**src/rtl/payload_engine_ctrl.sv**
```systemverilog
// Sequencer between a byte-stream payload port and a bank of sticky matching engines:
// clears the bank, streams bytes into it, flushes the pipeline and reports the lowest matching engine.
`timescale 1ns/1ps
module payload_engine_ctrl #(
  parameter int NUM_ENGINES  = 32,
  parameter int IDX_W        = 5,
  parameter int DRAIN_CYCLES = 2
) (
  input  logic                   clk,
  input  logic                   rst,
  input  logic                   in_valid,
  output logic                   in_ready,
  input  logic [7:0]             in_data,
  input  logic                   in_sof,
  input  logic                   in_eof,
  output logic                   eng_sod,
  output logic                   eng_en,
  output logic [7:0]             eng_char,
  output logic                   eng_flush,
  input  logic [NUM_ENGINES-1:0] eng_match,
  output logic                   res_valid,
  input  logic                   res_ready,
  output logic                   res_hit,
  output logic [IDX_W-1:0]       res_idx,
  output logic [15:0]            res_len,
  output logic                   res_err
);

  // state  | meaning
  // IDLE   | waiting for a start-of-packet beat; non-sof beats are accepted and dropped
  // CLEAR  | one-cycle eng_sod pulse to the engine bank, byte counter zeroed
  // SCAN   | streaming accepted bytes to the engines
  // DRAIN  | DRAIN_CYCLES flush-enable cycles, then one cycle to sample eng_match
  // REPORT | result held on res_* until res_ready
  typedef enum logic [2:0] {IDLE, CLEAR, SCAN, DRAIN, REPORT} state_t;

  state_t           state_q;
  logic             sod_q;
  logic             en_q;
  logic             flush_q;
  logic [7:0]       char_q;
  logic [15:0]      cnt_q;
  logic [15:0]      cnt_d;
  logic             err_q;
  logic [3:0]       dcnt_q;
  logic             res_valid_q;
  logic             res_hit_q;
  logic [IDX_W-1:0] res_idx_q;
  logic [15:0]      res_len_q;
  logic             res_err_q;

  logic             sof_err;
  logic             accept;
  logic [IDX_W-1:0] low_idx;

  always_comb begin
    low_idx = '0;
    for (int i = NUM_ENGINES - 1; i >= 0; i--) begin
      if (eng_match[i]) low_idx = IDX_W'(i);
    end
  end

  // A second sof once bytes have been counted belongs to the next packet: refuse it.
  assign sof_err = (state_q == SCAN) && in_valid && in_sof && (cnt_q != 16'd0);
  assign accept  = (state_q == SCAN) && in_valid && !sof_err;
  assign cnt_d   = (cnt_q == 16'hFFFF) ? cnt_q : cnt_q + 16'd1;

  always_comb begin
    in_ready = 1'b0;
    case (state_q)
      IDLE:    in_ready = in_valid && !in_sof;
      SCAN:    in_ready = !sof_err;
      default: in_ready = 1'b0;
    endcase
  end

  always_ff @(posedge clk) begin
    if (rst) begin
      state_q     <= IDLE;
      sod_q       <= 1'b1;
      en_q        <= 1'b0;
      flush_q     <= 1'b0;
      char_q      <= '0;
      cnt_q       <= '0;
      err_q       <= 1'b0;
      dcnt_q      <= '0;
      res_valid_q <= 1'b0;
      res_hit_q   <= 1'b0;
      res_idx_q   <= '0;
      res_len_q   <= '0;
      res_err_q   <= 1'b0;
    end else begin
      sod_q   <= 1'b0;
      en_q    <= 1'b0;
      flush_q <= 1'b0;
      case (state_q)
        IDLE: begin
          if (in_valid && in_sof) begin
            state_q <= CLEAR;
            sod_q   <= 1'b1;
            cnt_q   <= '0;
            err_q   <= 1'b0;
          end
        end
        CLEAR: state_q <= SCAN;
        SCAN: begin
          if (sof_err) begin
            err_q   <= 1'b1;
            state_q <= DRAIN;
            dcnt_q  <= 4'(DRAIN_CYCLES);
          end else if (accept) begin
            en_q   <= 1'b1;
            char_q <= in_data;
            cnt_q  <= cnt_d;
            if (in_eof) begin
              state_q <= DRAIN;
              dcnt_q  <= 4'(DRAIN_CYCLES);
            end
          end
        end
        DRAIN: begin
          // After the last flush-enable cycle, wait one more cycle so the engines' end state has latched.
          if (dcnt_q != 4'd0) begin
            en_q    <= 1'b1;
            flush_q <= 1'b1;
            dcnt_q  <= dcnt_q - 4'd1;
          end else if (!flush_q) begin
            res_hit_q   <= |eng_match;
            res_idx_q   <= low_idx;
            res_len_q   <= cnt_q;
            res_err_q   <= err_q;
            res_valid_q <= 1'b1;
            state_q     <= REPORT;
          end
        end
        REPORT: begin
          if (res_ready) begin
            res_valid_q <= 1'b0;
            state_q     <= IDLE;
          end
        end
        default: state_q <= IDLE;
      endcase
    end
  end

  assign eng_sod   = sod_q;
  assign eng_en    = en_q;
  assign eng_flush = flush_q;
  assign eng_char  = char_q;
  assign res_valid = res_valid_q;
  assign res_hit   = res_hit_q;
  assign res_idx   = res_idx_q;
  assign res_len   = res_len_q;
  assign res_err   = res_err_q;

endmodule

```
**config.mk**
```make
export PLATFORM = sky130hd
export DESIGN_NAME = payload_engine_ctrl
export DESIGN_NICKNAME = d
export VERILOG_FILES = /design/src/rtl/payload_engine_ctrl.sv
export SDC_FILE = /design/constraint.sdc
export NUM_CORES = 1
export LEC_CHECK = 0
export CORE_ASPECT_RATIO = 0.8
export CORE_UTILIZATION = 40
export CTS_CLUSTER_DIAMETER = 60
export DETAILED_ROUTE_END_ITERATION = 7
export PLACE_DENSITY = 0.77
export SKIP_CTS_REPAIR_TIMING = 1
export SLEW_MARGIN = 15
export SYNTH_ARGS = -nofsm -noshare
export SYNTH_HDL_FRONTEND = slang
export SYNTH_SLANG_ARGS = --single-unit
export TNS_END_PERCENT = 50
```
**constraint.sdc**
```tcl
create_clock -name clk -period 2.7 [get_ports clk]
set_input_delay 0.27 -clock clk [delete_from_list [all_inputs] [get_ports clk]]
set_output_delay 0.27 -clock clk [all_outputs]
set_load 0.1 [all_outputs]
```
# Word-level counts from Yosys, hierarchy flattened
# Cells that the tools add are included.
# word_totals
elab_cells,122
out_inout_bits,36
ff_bits,59
# op_classes
n_mux,64
n_reduce_logical,23
eq_ne,16
n_addsub,2
bitwise_logic,4
# op_table
cell,count
$mux 5,32
$mux 16,4
$pmux 16 s2,1
$reduce_or 32->1,1
$mux 3,7
$ne 2x2->1 const B,9
$add 16x1->16 const B,1
$eq 16x16->1 const B,1
$mux 4,4
$reduce_bool 16->1,1
$pmux 3 s5,1
$mux 1,10
$reduce_and 3->1,3
$pmux 1 s2,4
$pmux 4 s2,1
$reduce_and 4->1,2
$eq 3x2->1 const B,2
$logic_and 1x1->1,6
$ne 3x3->1 const B,2
$reduce_and 6->1,1
$reduce_bool 2->1,3
$reduce_and 5->1,1
$not 1->1,4
$reduce_bool 4->1,1
other kinds (6),7

# Longest topological paths before layout
# Gate-level depths: netlist of run 1.
# logic_depth
depth_word,32
ltp_mapped,8

# Worst setup path after synthesis of run 1
# Ideal clock, no wire load.
# synth_path
path_kind,flip-flop to output port
start,register cnt_q[0]
end,output in_ready
n_path_buf,0
t_required_ns,2.430
arrival_ns,3.595
stages_incl_launch_ff,7
setup_slack_ns,-1.165
path_cell_list,dfxtp_1 > inv_1 > ha_1 > or4b_1 > o41ai_4 > a22oi_1 > nor3_1
# synth_between
elab_chain_len,4
# synth_rtl
item,line,rtl
start: declaration,42,logic [15:0] cnt_q;
start signal: assignment,114,cnt_q <= cnt_d;
$reduce_bool 16->1,64,assign sof_err = (state_q == SCAN) && in_valid && in_sof && (cnt_q != 16'd0);
$logic_and 1x1->1,64,
$logic_not 1->1,72,SCAN: in_ready = !sof_err;
$pmux 1 s2,70,case (state_q)
end: declaration,12,"output logic in_ready,"
# No other way between the ends.

# Worst setup path in the final report of run 1
# layout_path
start,register cnt_q[2]
end,output in_ready
# The elaborated chain is that of the path after synthesis.

==> out/qor.yml, run 1 <==
place:
  dp.cells: 536
  placed_area_um2: 3860
  post-dp-hpwl_mm: 6.03
  gp_congestion: 0.852
  io_buffers: 81
global_routing:
  grt_max_degree: 42
  grt_pass1_wl_mm: 13.3
  grtUsageTotal_pct: 21.7
  grt-ovfl-total: 0
  antenna_found_initial: 0
  grt_pass1_vias: 2798
yosys:
  synth-edff-count: 0
  ys_warn_count: 0
  synth-main-ff-cell: "dfxtp_1"
  synth.mux.area_fraction_pct: 4.44
  ys_ff_latch: 59
  syn-num-nets: 421
  synth_cell_type_count: 51
  async_flop_share_pct: 0
  synthAdderAreaFrac_pct: 1.69
  synthSimpleGateAreaFrac_pct: 30.7
  synth_cells: 371
  synth_top_family_by_area: "simple AND/OR/NAND/NOR gates"
  synthXorXnorAreaFrac_pct: 0
  synth_area_um2: 2960
  synth-compound-area-share_pct: 19.1
  avgSynthCellArea_um2: 7.98
  ys_seq_area_share_pct: 39.9
hold_path:
  hold_path.class: "reg2reg"
  hold_path_depth: 2
floorplanning:
  die_h_um: 78.9
  core.rowCount: 27
  core_um2: 7030
  start_util_pct: 42.1
  num_io_pins: 82
  dieArea_um2: 7750
  die_x_um: 98.2
detailed_routing:
  drtPass1Iterations: 8
  drc_errors: 4
  ant_nets: 0
  dr_total_vias: 3117
  routed_wl_mm: 8.18
  avgViaCountPerCell: 5.62
  drt_iter0_drc: 189
  wire_per_inst_um: 14.7
final_layout:
  finalInstanceArea_um2: 4130
  final_util_pct: 58.8
  fin_nets: 513
  seqCellArea_um2: 1190
  diodes: 0
  fillerInstances: 641
  drive_above_1_share_pct: 18.2
  area_delta_synth_final_pct: 39.6
  layout_common_cells: "dfxtp_1 (55), nand2_1 (54), buf_4 (51)"
  final_cells: 555
  layout_commonest_cell: "dfxtp_1"
  multiInputGateArea_um2: 1690
sta:
  slew_viol_final: 0
  hold_viol_final: 0
  fmax_mhz: 381
  fin_crit_ns: 2.63
  period_share_pct: 97.2
  rsz0062_at_grt: "yes"
  worstMarginPinSlew_ns: 0.618
  setup_viol: 0
  slew_headroom_pct: 58.5
  fin_setup_tns_ns: 0
  skew_ns: 0.00765
critical_path:
  crit_family: "simple AND/OR/NAND/NOR gates"
  cp-start-kind: "register"
  cp.arrival_ns: 2.36
  crit_type: "reg2out"
  worstPathCellList: "or4_4 > o41ai_4 > buf_4 > a22oi_2 > nor3_4 > buf_12"
  required_ns: 2.43
  endpoint_kind: "primary output"
  cp_slowest_cell: "or4_4"
  max_stage_delay_ns: 0.56
  path_depth: 6
  crit_fanout: 6
  reg2reg_depth: 5
  worst-path-buf-inv: 2
clocking:
  cts_made_buffers: 9
  clock_latency_ns: 0.35
  cts_root_buffer: "clkbuf_8"
  cts_tree: "yes"
  cts_max_level: 3
  clkTransAtPathRegs_ns: 0.07
  cts_buffer_depth: 2
  clock-sinks: 59
status:
  outcome: "complete, but fails checks"
  violations: "DRC"
pwr:
  p_per_area_nw_per_um2: 498
  p_leak_uw: 0.00152
  pwr-share-clk_pct: 44.8
  pwr-share-comb_pct: 12.3
  seqPwrFrac_pct: 43.0
  netSwitchingFraction_pct: 24.4
  totalPowerFinal_uw: 2060
  switchingPower_uw: 502
  vdd_drop_max_uv: 334
  internal_power_uw: 1560
job:
  maxCapViolCount: 0
layout make-up:
class / count / area share [%]
clock inverters: 4 / 1.76
inverters: 16 / 1.45
flip-flops and latches: 59 / 28.9
clock buffers: 12 / 3.75
multi-input cells: 280 / 40.9
well taps: 87 / 2.63
repair buffers: 97 / 20.6
power by group through the flow:
stage               sequential, µW  combinational, µW  clock, µW
floorplan                      935               94.9          0
global placement               906                246          0
detailed placement             906                249          0
CTS                            886                250        942
global route                   884                272        986
finish                         884                253        921
registers in the layout (all words and copies together) (netlist names):
| register | flops |
|---|---|
| dcnt_q | 4 |
| eng_sod | 1 |
| res_valid | 1 |
| eng_en | 1 |
| cnt_q | 16 |
| res_idx | 5 |
| eng_char | 8 |
| res_err | 1 |
| eng_flush | 1 |
| state_q | 3 |
| err_q | 1 |
| res_hit | 1 |
| res_len | 16 |
cell usage after synthesis (all sizes together), types with 3 or more instances:
library cell	count	area, µm²
o211ai	4	30.0
o31ai	6	45.0
a21oi	36	180
nand3	8	40.0
nor2	38	143
clkbuf	14	52.6
o21bai	3	22.5
and3	5	31.3
nand2b	6	37.5
nor4b	3	26.3
ha	4	50.1
or3	6	37.5
o21ai	10	50.1
or4	16	124
nand2	54	203
nand4	9	56.3
inv	16	60.1
nor3	14	70.1
dfxtp	59	1180
nor4	7	43.8
mux2i	12	120
stage by stage:
step                      hold WS (ns)  worst slack [ns]
after detailed placement         0.446             0.126
after floorplan                  0.417            0.0631
after global routing             0.471           -0.0228
after CTS                        0.459            -0.101
after global placement           0.435             0.211
final                            0.455            0.0750
metal layers:
layer | GRT usage [%] | vias to the layer above | wire length [µm]
met2 | 33.7 | 100 | 3680
met4 | 7.16 | 0 | 129
li1 | - | 1545 | -
met1 | 28.5 | 1459 | 3810
met3 | 6.87 | 13 | 565
met5 | 0 | - | 0
worst register-to-register path, stage by stage, from the launching register on:
cell and delay [ns]:
dfxtp_4 0.36, or4_4 0.56, o41ai_4 0.39, o311ai_1 0.17
or4_1 0.53, mux2_1 0.33
path summary, 6_finish.rpt:
path / end / slack (ns) / from
max: in_ready / 0.07 / cnt_q[2]
min reg2reg: res_len[12] / 0.46 / res_len[12]
max reg2reg: cnt_q[7] / 0.25 / cnt_q[2]
min: res_len[12] / 0.46 / res_len[12]
logic make-up after synthesis:
group | after synthesis
AND/OR/NAND/NOR | 179
AO/OA/AOI/OAI | 84
flip-flops | 59
buffers and inverters | 32
multiplexers | 13
adder cells (fa/ha/maj) | 4
(Power assumes the default switching activity.)
==> run 2: changes to the inputs <==
--- a/config.mk
+++ b/config.mk
@@ -9,7 +9,7 @@
 export CORE_UTILIZATION = 40
 export CTS_CLUSTER_DIAMETER = 60
 export DETAILED_ROUTE_END_ITERATION = 7
-export PLACE_DENSITY = 0.77
+export PLACE_DENSITY = 0.69
 export SKIP_CTS_REPAIR_TIMING = 1
 export SLEW_MARGIN = 15
 export SYNTH_ARGS = -nofsm -noshare
==> run 2 against run 1 <==
Compared with the run above:
- the flow now finishes without violations
- first-iteration DRC count shrank 35%
- sequential power is essentially flat
- largest power group is now sequential cells
- utilization shrank 0.28 points
- final area shrank 0.48%
- highest routed layer unchanged
- routed wire length shrank 0.54%
==> out/qor.yml, run 2 (synthesized netlist as in run 1, its figures left out) <==
final_layout:
  finalInstanceArea_um2: 4110
  seqCellArea_um2: 1190
  layout_common_cells: "dfxtp_1 (55), nand2_1 (54), buf_4 (51)"
  final_cells: 556
  fillerInstances: 678
  final_util_pct: 58.5
  drive_above_1_share_pct: 18.1
  multiInputGateArea_um2: 1690
  fin_nets: 514
  layout_commonest_cell: "dfxtp_1"
  diodes: 0
  area_delta_synth_final_pct: 39.0
detailed_routing:
  drtPass1Iterations: 6
  drc_errors: 0
  drt_iter0_drc: 123
  dr_total_vias: 3057
  wire_per_inst_um: 14.6
  ant_nets: 0
  avgViaCountPerCell: 5.50
  routed_wl_mm: 8.13
critical_path:
  reg2reg_depth: 7
  crit_fanout: 7
  r2r_start: "cnt_q[2]"
  rr_endpoint: "cnt_q[14]"
  crit_type: "reg2out"
  required_ns: 2.43
  cp.arrival_ns: 2.31
  endpoint_kind: "primary output"
  reg2reg_slack_ns: 0.28
  cp-start-kind: "register"
pwr:
  vdd_drop_max_uv: 257
  pwr-share-comb_pct: 13.2
  netSwitchingFraction_pct: 25.8
  switchingPower_uw: 499
  p_leak_uw: 0.00152
  pwr-share-clk_pct: 41.1
  p_per_area_nw_per_um2: 470
  internal_power_uw: 1440
  seqPwrFrac_pct: 45.7
clocking:
  clock-sinks: 59
  cts_max_level: 3
  cts_tree: "yes"
  cts_root_buffer: "clkbuf_8"
  clock_latency_ns: 0.34
  cts_buffer_depth: 2
  cts_made_buffers: 9
  clkTransAtPathRegs_ns: 0.07
sta:
  slew_headroom_pct: 54.7
  worstMarginPinSlew_ns: 0.676
  rsz0062_at_grt: "no"
  fin_crit_ns: 2.58
  fmax_mhz: 387
  period_share_pct: 95.7
  setup_viol: 0
  hold_viol_final: 0
  fin_ws_ns: 0.115
  skew_ns: 0.00881
  slew_viol_final: 0
floorplanning:
  core_um2: 7030
  core.rowCount: 27
  start_util_pct: 42.1
  num_io_pins: 82
  die_x_um: 98.2
  dieArea_um2: 7750
  die_h_um: 78.9
hold_path:
  hold_path_depth: 2
  min_to: "res_len[13]"
  hold_path.class: "reg2reg"
  worstHoldStart: "res_len[13]"
place:
  post-dp-hpwl_mm: 6.00
  pre_cts_ws_ns: 0.117
  io_buffers: 81
  placed_area_um2: 3890
  dp.cells: 539
  gp_congestion: 0.866
global_routing:
  grtUsageTotal_pct: 22.0
  grt_pass1_vias: 2811
  antenna_found_initial: 0
  grt_pass1_wl_mm: 13.4
  grt-ovfl-total: 0
  grt_max_degree: 45
status:
  outcome: "completed"
job:
  maxCapViolCount: 0
run 2: cell types whose count changed in the layout (fill, tap and decap cells not counted), sizes merged:
cell	previous run	this run
clkinv	1	3
buf	52	53
bufinv	2	1
clkbuf	12	11
run 2: power groups by stage:
stage | logic [µW] | clock network, µW | registers [µW]
finish | 255 | 795 | 885
global route | 272 | 864 | 885
CTS | 252 | 814 | 887
detailed placement | 252 | 0 | 906
global placement | 249 | 0 | 906
floorplan | 94.9 | 0 | 935
run 2: worst max-delay path by stage:
stage,from,end,slack (ns),depth (start not counted)
floorplan,cnt_q[0],in_ready,0.06,6
global placement,cnt_q[0],cnt_q[7],0.20,7
detailed placement,cnt_q[0],cnt_q[7],0.12,7
CTS,cnt_q[0],in_ready,-0.07,8
global route,cnt_q[0],in_ready,0.01,8
finish,cnt_q[2],in_ready,0.12,6
run 2: cell type report:
class	instances	share of cell area [%]
Sequential cell	59	29.0
Clock buffer	11	3.44
Tap cell	87	2.65
Timing Repair Buffer	98	21.2
Multi-Input combinational cell	280	41.0
Clock inverter	5	1.28
Inverter	16	1.46
run 2: routing by layer:
layer / track usage, % / routed length (µm)
met2: 34.2 / 3550
met5: 0 / 0
met3: 6.87 / 555
met1: 29.6 / 3960
met4: 5.82 / 63
run 2: stage by stage:
stage / TNS [ns] / hold slack (ns) / power (µW)
floorplan: 0 / 0.417 / 1030
global route: 0 / 0.477 / 2020
finish: 0 / 0.454 / 1930
CTS: -0.0657 / 0.457 / 1950
detailed placement: 0 / 0.447 / 1160
global placement: 0 / 0.435 / 1150
run 2: critical path: stages (launching register included):
cell and delay, ns:
dfxtp_2 0.36, or4_4 0.56, o41ai_4 0.38, buf_4 0.18
a22oi_2 0.07, nor3_4 0.23, buf_12 0.20
